[config.mk]
export PLATFORM = sky130hd
export DESIGN_NAME = key_click_classifier
export DESIGN_NICKNAME = d
export VERILOG_FILES = /design/src/rtl/key_pkg.sv /design/src/rtl/key_evt_fifo.sv /design/src/rtl/key_click_classifier.sv
export SDC_FILE = /design/constraint.sdc
export NUM_CORES = 1
export LEC_CHECK = 0
export ABC_AREA = 0
export CAP_MARGIN = 25
export CORE_ASPECT_RATIO = 1.4
export CORE_MARGIN = 1.5
export CORE_UTILIZATION = 54
export CTS_CLUSTER_DIAMETER = 80
export DETAILED_ROUTE_END_ITERATION = 16
export PLACE_DENSITY = 0.81
export SYNTH_ARGS = -nofsm -noshare
export SYNTH_HDL_FRONTEND = slang
export SYNTH_SLANG_ARGS = --single-unit
[constraint.sdc]
create_clock -name clk_i -period 2.6 [get_ports clk_i]
set_clock_uncertainty 0.1 [all_clocks]
set_input_delay 0.26 -clock clk_i [delete_from_list [all_inputs] [get_ports clk_i]]
set_output_delay 0.26 -clock clk_i [all_outputs]
set_load 0.03 [all_outputs]
[src/rtl/key_pkg.sv]
// Shared types and helpers for the key click classifier.
package key_pkg;

    typedef enum logic {
        IDLE  = 1'b0,
        COUNT = 1'b1
    } click_state_t;

    // Number of clock cycles spanning a time window given in microseconds.
    function automatic int win_cycles(input int mhz, input int us);
        return mhz * us;
    endfunction

endpackage

[src/rtl/key_evt_fifo.sv]
// Small synchronous show-ahead FIFO holding completed click-burst events.
// A push into a full FIFO is accepted when a pop happens in the same cycle.
module key_evt_fifo #(
    parameter int WIDTH = 2,
    parameter int DEPTH = 4
) (
    input  logic             clk_i,
    input  logic             rst_ni,
    input  logic             push_i,
    input  logic [WIDTH-1:0] wdata_i,
    output logic             full_o,
    input  logic             pop_i,
    output logic             empty_o,
    output logic [WIDTH-1:0] rdata_o
);

    localparam int AW = $clog2(DEPTH);
    localparam int PW = AW + 1;

    logic [PW-1:0]    wr_ptr_q, wr_ptr_d;
    logic [PW-1:0]    rd_ptr_q, rd_ptr_d;
    logic [WIDTH-1:0] mem_q [DEPTH];
    logic             do_push;
    logic             do_pop;

    // Extra pointer bit distinguishes full from empty when the indices match.
    assign empty_o = (wr_ptr_q == rd_ptr_q);
    assign full_o  = (wr_ptr_q[AW] != rd_ptr_q[AW]) &&
                     (wr_ptr_q[AW-1:0] == rd_ptr_q[AW-1:0]);
    assign rdata_o = empty_o ? '0 : mem_q[rd_ptr_q[AW-1:0]];

    // Accepted push/pop and next pointer values.
    always_comb begin
        do_pop   = pop_i & ~empty_o;
        do_push  = push_i & (~full_o | do_pop);
        wr_ptr_d = wr_ptr_q + PW'(do_push);
        rd_ptr_d = rd_ptr_q + PW'(do_pop);
    end

    // Pointer registers.
    always_ff @(posedge clk_i or negedge rst_ni) begin
        if (!rst_ni) begin
            wr_ptr_q <= '0;
            rd_ptr_q <= '0;
        end else begin
            wr_ptr_q <= wr_ptr_d;
            rd_ptr_q <= rd_ptr_d;
        end
    end

    // Storage write; contents need no reset since empty masks the head.
    always_ff @(posedge clk_i) begin
        if (do_push) begin
            mem_q[wr_ptr_q[AW-1:0]] <= wdata_i;
        end
    end

endmodule

[src/rtl/key_click_classifier.sv]
// Groups debounced key strobes into click bursts and queues one event
// (the click count) per burst. A burst closes on window timeout or when
// it reaches MAX_CLICKS.
module key_click_classifier
    import key_pkg::*;
#(
    parameter int CLK_FREQ_MHZ   = 50,
    parameter int WINDOW_US      = 250000,
    parameter int MAX_CLICKS     = 3,
    parameter int EVT_FIFO_DEPTH = 4,
    localparam int WINDOW_CYC    = win_cycles(CLK_FREQ_MHZ, WINDOW_US),
    localparam int TMR_W         = $clog2(WINDOW_CYC) + 1,
    localparam int CLK_W         = $clog2(MAX_CLICKS + 1)
) (
    input  logic             clk_i,
    input  logic             rst_ni,
    input  logic             key_stb_i,
    output logic             evt_valid_o,
    input  logic             evt_ready_i,
    output logic [CLK_W-1:0] evt_clicks_o,
    output logic             busy_o,
    output logic             ovf_o,
    input  logic             ovf_clr_i
);

    localparam logic [CLK_W-1:0] MAX_C     = CLK_W'(MAX_CLICKS);
    localparam logic [TMR_W-1:0] LAST_TICK = TMR_W'(WINDOW_CYC - 1);

    click_state_t     state_q, state_d;
    logic [TMR_W-1:0] timer_q, timer_d;
    logic [CLK_W-1:0] clicks_q, clicks_d;
    logic             ovf_q, ovf_d;
    logic             push;
    logic [CLK_W-1:0] push_clicks;
    logic             fifo_full;
    logic             fifo_empty;
    logic             pop;

    assign evt_valid_o = ~fifo_empty;
    assign pop         = evt_valid_o & evt_ready_i;
    assign busy_o      = (state_q == COUNT);
    assign ovf_o       = ovf_q;

    // Burst FSM: a strobe on the timeout cycle extends the burst.
    always_comb begin
        state_d     = state_q;
        timer_d     = timer_q;
        clicks_d    = clicks_q;
        push        = 1'b0;
        push_clicks = '0;
        case (state_q)
            IDLE: begin
                if (key_stb_i) begin
                    state_d  = COUNT;
                    clicks_d = CLK_W'(1);
                    timer_d  = '0;
                end
            end
            COUNT: begin
                if (key_stb_i) begin
                    if (clicks_q + CLK_W'(1) == MAX_C) begin
                        push        = 1'b1;
                        push_clicks = MAX_C;
                        state_d     = IDLE;
                        clicks_d    = '0;
                        timer_d     = '0;
                    end else begin
                        clicks_d = clicks_q + CLK_W'(1);
                        timer_d  = '0;
                    end
                end else if (timer_q == LAST_TICK) begin
                    push        = 1'b1;
                    push_clicks = clicks_q;
                    state_d     = IDLE;
                    clicks_d    = '0;
                    timer_d     = '0;
                end else begin
                    timer_d = timer_q + TMR_W'(1);
                end
            end
            default: begin
                state_d = IDLE;
            end
        endcase
    end

    // Sticky overflow: a dropped event beats a simultaneous clear.
    always_comb begin
        ovf_d = ovf_q;
        if (ovf_clr_i) begin
            ovf_d = 1'b0;
        end
        if (push && fifo_full && !evt_ready_i) begin
            ovf_d = 1'b1;
        end
    end

    // State registers; reset mid-burst silently discards the burst.
    always_ff @(posedge clk_i or negedge rst_ni) begin
        if (!rst_ni) begin
            state_q  <= IDLE;
            timer_q  <= '0;
            clicks_q <= '0;
            ovf_q    <= 1'b0;
        end else begin
            state_q  <= state_d;
            timer_q  <= timer_d;
            clicks_q <= clicks_d;
            ovf_q    <= ovf_d;
        end
    end

    key_evt_fifo #(
        .WIDTH (CLK_W),
        .DEPTH (EVT_FIFO_DEPTH)
    ) u_fifo (
        .clk_i   (clk_i),
        .rst_ni  (rst_ni),
        .push_i  (push),
        .wdata_i (push_clicks),
        .full_o  (fifo_full),
        .pop_i   (pop),
        .empty_o (fifo_empty),
        .rdata_o (evt_clicks_o)
    );

endmodule
# Word-level counts from Yosys, hierarchy flattened
# Memories as Yosys holds them, arrays and structs flattened.
# Index checks and enable logic that the tools add are counted.
# word_totals
ram_bits	8
memories	1
out_inout_bits	5
ff_bits	35
rom_bits	0
latch_bits	0
input_bits	5
# mem_list
memory	depth	width	rd	rd_clocked_by_memory_dff	wr	line_no	source
u_fifo.mem_q	4	2	1	0	1	key_evt_fifo.sv:22	logic [WIDTH-1:0] mem_q [DEPTH];
# op_classes
n_mul	0
mux	27
shifts	0
div	0
eq_ne	7
n_reduce_logical	6
order_cmp	0
bitwise	7
addsub	4
# op_table
cell	count
25-bit two-way mux	3
25-bit case mux with 2 select lines	1
25-bit by 1-bit adder with 25-bit output, second input constant	1
25-bit by 24-bit equality test with 1-bit output, second input constant	1
2-bit two-way mux	9
1-bit two-way mux	12
3-bit by 1-bit adder with 3-bit output	2
2-bit case mux with 2 select lines	1
1-bit AND	3
3-bit equality test	1
1-bit logical AND	3
3-bit by 2-bit != test with 1-bit output, second input constant	1
1-bit inverter	3
2-bit by 1-bit adder with 2-bit output, second input constant	1
2-bit equality test	1
2-bit equality test, second input constant	1
2-bit != test, second input constant	1
1-bit case mux with 2 select lines	1
2-bit AND reduction	1
2-bit nonzero test	1
1-bit logical NOT	1
1-bit != test	1
1-bit bitwise OR	1

# Logic depth before layout (Yosys ltp)
# depth
ltp_word	8
depth_mapped	9
mapped_depth_nobuf	9

# Cells and area by module
# A second synthesis with hierarchy kept.
# unflattened
hier_cells	254
hier_area_um2	2477.4
# modules_own_cells
module	area_per_inst_um2	cells_per_inst	n_inst
key_click_classifier	1833.0	217	1
key_evt_fifo	644.4	37	1

# Worst setup path after synthesis
# Ideal clock, no wire load.
# synth_path
path_kind	reg-to-reg
startpoint	register timer_q[16]
endpoint	memory u_fifo.mem_q[2][0], enable pin
n_path_buf	1
stages_incl_launch_ff	7
arrival_time_ps	2014
slack_ps	154
required_time_ps	2168
cell_sequence	dfrtp_1 -> or4_4 -> nor3_4 -> buf_6 -> nand3_2 -> a211o_1 -> nor3b_1
# synth_via
elab_chain_len	7
# synth_rtl
item	line_no	source
from (decl)	key_click_classifier.sv:30	logic [TMR_W-1:0] timer_q, timer_d;
from (signal assigned)	key_click_classifier.sv:107	timer_q <= timer_d;
25-bit by 24-bit equality test with 1-bit output	key_click_classifier.sv:71	end else if (timer_q == LAST_TICK) begin
1-bit two-way mux	key_click_classifier.sv:71	
1-bit two-way mux	key_click_classifier.sv:60	if (key_stb_i) begin
1-bit two-way mux	key_click_classifier.sv:51	case (state_q)
1-bit AND	key_evt_fifo.sv:35	do_push = push_i & (~full_o | do_pop);
1-bit two-way mux	key_evt_fifo.sv:53	if (do_push) begin
1-bit two-way mux (implied by the code)	key_evt_fifo.sv:54	mem_q[wr_ptr_q[AW-1:0]] <= wdata_i;
to (decl)	key_evt_fifo.sv:22	
# Every way passes these cells.

# Worst setup path after layout
# layout_path
startpoint	register timer_q[16]
endpoint	register u_fifo.wr_ptr_q[2]
# layout_via
elab_chain_len	6
# layout_rtl
item	line_no	source
25-bit by 24-bit equality test with 1-bit output	key_click_classifier.sv:71	
1-bit two-way mux	key_click_classifier.sv:71	
1-bit two-way mux	key_click_classifier.sv:60	
1-bit two-way mux	key_click_classifier.sv:51	
1-bit AND	key_evt_fifo.sv:35	
3-bit by 1-bit adder with 3-bit output	key_evt_fifo.sv:36	wr_ptr_d = wr_ptr_q + PW'(do_push);
via u_fifo.wr_ptr_d[2]	key_evt_fifo.sv:20	logic [PW-1:0] wr_ptr_q, wr_ptr_d;
to (signal assigned)	key_evt_fifo.sv:46	wr_ptr_q <= wr_ptr_d;
to (decl)	key_evt_fifo.sv:20	
# The timed path passes the listed nets, and every way through them passes these cells.
# A chain may end at the register's enable or synchronous reset.

==> flow_metrics.py <==
metrics = {
    "floorplanning": {
        "rows": 28,
        "die_x_um": 59.0,
        "start_util_pct": 56.0,
        "ios": 10,
        "core-area_um2": 4240,
        "die-area_um2": 4810,
        "die_y_um": 81.4,
    },
    "logic_synthesis": {
        "synth_area_um2": 2370,
        "synth.net_count": 258,
        "ys_warn_count": 0,
        "synthDistinctLibCells": 44,
        "synth_cells": 248,
        "synth_edf_count": 8,
        "synth-seq-cells": 43,
        "yosysSeqAreaShare_pct": 47.0,
        "synth_area_per_cell_um2": 9.57,
        "async_reset_ff_share_pct": 81.4,
        "ys.flop_type": "dfrtp_1",
    },
    "grt": {
        "grtUsageTotal_pct": 25.8,
        "overflow": 0,
        "antenna_found_initial": 0,
        "grt_pass1_wl_um": 9310,
        "grt_max_degree": 36,
        "grt_pass1_vias": 2007,
    },
    "drt": {
        "wl_per_cell_um": 17.1,
        "viasPerCell": 6.25,
        "vias": 2068,
        "antenna_left": 0,
        "drt-total-wl_um": 5650,
        "drt_iter0_drc": 97,
        "drcViolationCount": 0,
        "dr.pass1.iters": 5,
    },
    "clock_tree": {
        "clkLatencyLatePin_ns": 0.30,
        "cts_tree": "yes",
        "numCtsBuffers": 5,
        "hold_buffers": 0,
        "clock_sinks": 43,
        "root_buffer": "clkbuf_8",
        "h-tree-depth": 2,
        "clk_pin_slew_ns": 0.08,
        "clockBufferDepth": 2,
    },
    "placement": {
        "dp_hpwl_um": 3940,
        "pre_cts_slack_ns": 0.127,
        "portBuffers": 9,
        "gp_congestion": 0.932,
    },
    "hold_path": {
        "hold_class": "in2async",
    },
    "layout": {
        "fin_util_pct": 65.0,
        "seq_area_um2": 1120,
        "multiInputGateArea_um2": 1190,
        "fin_nets": 280,
        "synthToLayoutAreaGrowth_pct": 16.1,
        "n_fill_cell": 342,
        "drive_above_1_share_pct": 11.8,
        "antenna_cells": 0,
    },
    "sta": {
        "fmax_mhz": 412,
        "final.setup.worst_slack_ns": 0.174,
        "rsz0062_at_grt": "no",
        "slew_violations": 0,
        "tns_ns": 0,
        "maxSlewHeadroom_pct": 61.4,
        "period_minus_slack_ns": 2.43,
        "report.final.setup_viol": 0,
        "hold_ws_ns": 0.263,
        "period_share_pct": 93.3,
        "finalHoldViolCount": 0,
        "tightest_slew_ns": 0.574,
    },
    "power": {
        "p_int_uw": 1460,
        "powerDensity_nw_per_um2": 801,
        "seqPwrFrac_pct": 41.2,
        "power.share.clock_pct": 28.3,
        "power_frac_comb_pct": 30.5,
        "leakagePower_uw": 0.00111,
        "p_total_uw": 2210,
        "switching_share_pct": 34.0,
        "net-switching-power_uw": 751,
        "ir_drop_uv": 369,
    },
    "setup_path": {
        "endpoint_kind": "flop",
        "required_ns": 2.73,
        "rrSetupSlack_ns": 0.17,
        "critPathMaxFanout": 5,
        "cp-start-kind": "flop",
        "path_class": "reg2reg",
        "critPathArrivalTime_ns": 2.55,
    },
    "status": {
        "status": "complete, no violations",
    },
    "run": {
        "cap_violations": 0,
    },
}
[state kept, by name, indices dropped and copies added, names as in the netlist]
signal / flops
busy_o: 1
u_fifo.rd_ptr_q: 3
ovf_o: 1
u_fifo.wr_ptr_q: 3
clicks_q: 2
u_fifo.mem_q: 8
timer_q: 25
[layer usage]
layer | track usage [%] | up-vias | share of wire, %
li1 | - | 969 | -
met1 | 30.8 | 1010 | 40
met2 | 44.7 | 69 | 52
met3 | 3.62 | 20 | 4.7
met4 | 13.0 | 0 | 3.1
met5 | 0 | - | 0
[layout by cell type (no fill, tap or decap), types with 8 or more instances in the layout]
cell type        instances
a21oi_1                 17
buf_4                   15
clkdlybuf4s50_1          9
dfrtp_1                 35
edfxtp_1                 8
inv_1                    8
nand2_1                 28
nand3_1                 17
nand4_1                  8
nor2_1                  19
nor3_1                  10
nor4_1                   8
o21ai_0                 13
xor2_1                   8
[cells in the mapped netlist, types with 3 or more instances]
cell type  instances  share of area [%]
a21oi_1           17                3.6
dfrtp_1           35                 37
ha_1               5                2.6
nor3_1            10                2.1
a21o_1             3               0.95
nand4b_1           3                1.1
clkbuf_1           6               0.95
xor2_1             8                3.0
nand4_1            8                2.1
nand3_1           17                3.6
nor2_1            19                3.0
o21ai_0           13                2.7
nand2_1           28                4.4
nor4_1             8                2.1
nor3b_1            3               0.95
edfxtp_1           8                 10
inv_1              8                1.3
or4_1              3               0.95
and2_1             4                1.1
a32o_1             5                2.1
[cells by family (layout without fill, tap and decap cells)]
family	count (synthesis)	in the layout	synth area share, %
fa+ha+maj	5	5	2.64
buf+inv	17	40	3.01
compound gates	51	51	13.9
flops	43	43	47.0
mux	4	4	2.74
simple gates	118	118	27.0
xor+xnor	10	10	3.69
[metrics by stage]
| step | cell area, µm² | std cells |
|---|---|---|
| 6_report | 2760 | 331 |
| 5_1_grt | 2760 | 331 |
| 4_1_cts | 2750 | 331 |
| 3_5_place_dp | 2610 | 323 |
| 3_3_place_gp | 2610 | 323 |
| 2_1_floorplan | 2370 | 248 |
[worst paths after layout]
kind                                  start                  to  depth (start not counted)
worst min-delay path                 rst_ni          timer_q[2]                          2
max in group asynchronous            rst_ni              busy_o                          2
worst max register to register  timer_q[16]  u_fifo.wr_ptr_q[2]                          8
worst max-delay path            timer_q[16]  u_fifo.wr_ptr_q[2]                          8
min in group clk_i                    ovf_o               ovf_o                          1
worst min register to register        ovf_o               ovf_o                          1
[power by group through the flow]
stage               Clock (µW)  Combinational, µW  Sequential [µW]
finish                     625                672              910
global route               661                733              928
CTS                        629                672              908
detailed placement           0                670              922
global placement             0                646              917
floorplan                    0                417              910
[cell type report]
cell class | instances | area share, %
well taps | 60 | 2.72
inverters | 8 | 1.09
flip-flops and latches | 43 | 40.5
clock inverters | 3 | 2.45
multi-input cells | 188 | 43.4
clock buffers | 5 | 2.50
repair buffers | 24 | 7.36
[worst max-delay path: stages, from the launching register on]
cell	delay, ns
dfrtp_1	0.42
or4_4	0.57
nor3_4	0.22
nand3_2	0.11
a211o_1	0.38
inv_1	0.08
ha_1	0.14
ha_1	0.16
xor2_1	0.16
[repair_timing]
| action | CTS | global route |
|---|---|---|
| setup endpoints to repair | 0 | 2 |
| setup buffers | 0 | 0 |
| resized for setup | 0 | 2 |
Power figures use the tool's default switching activity.
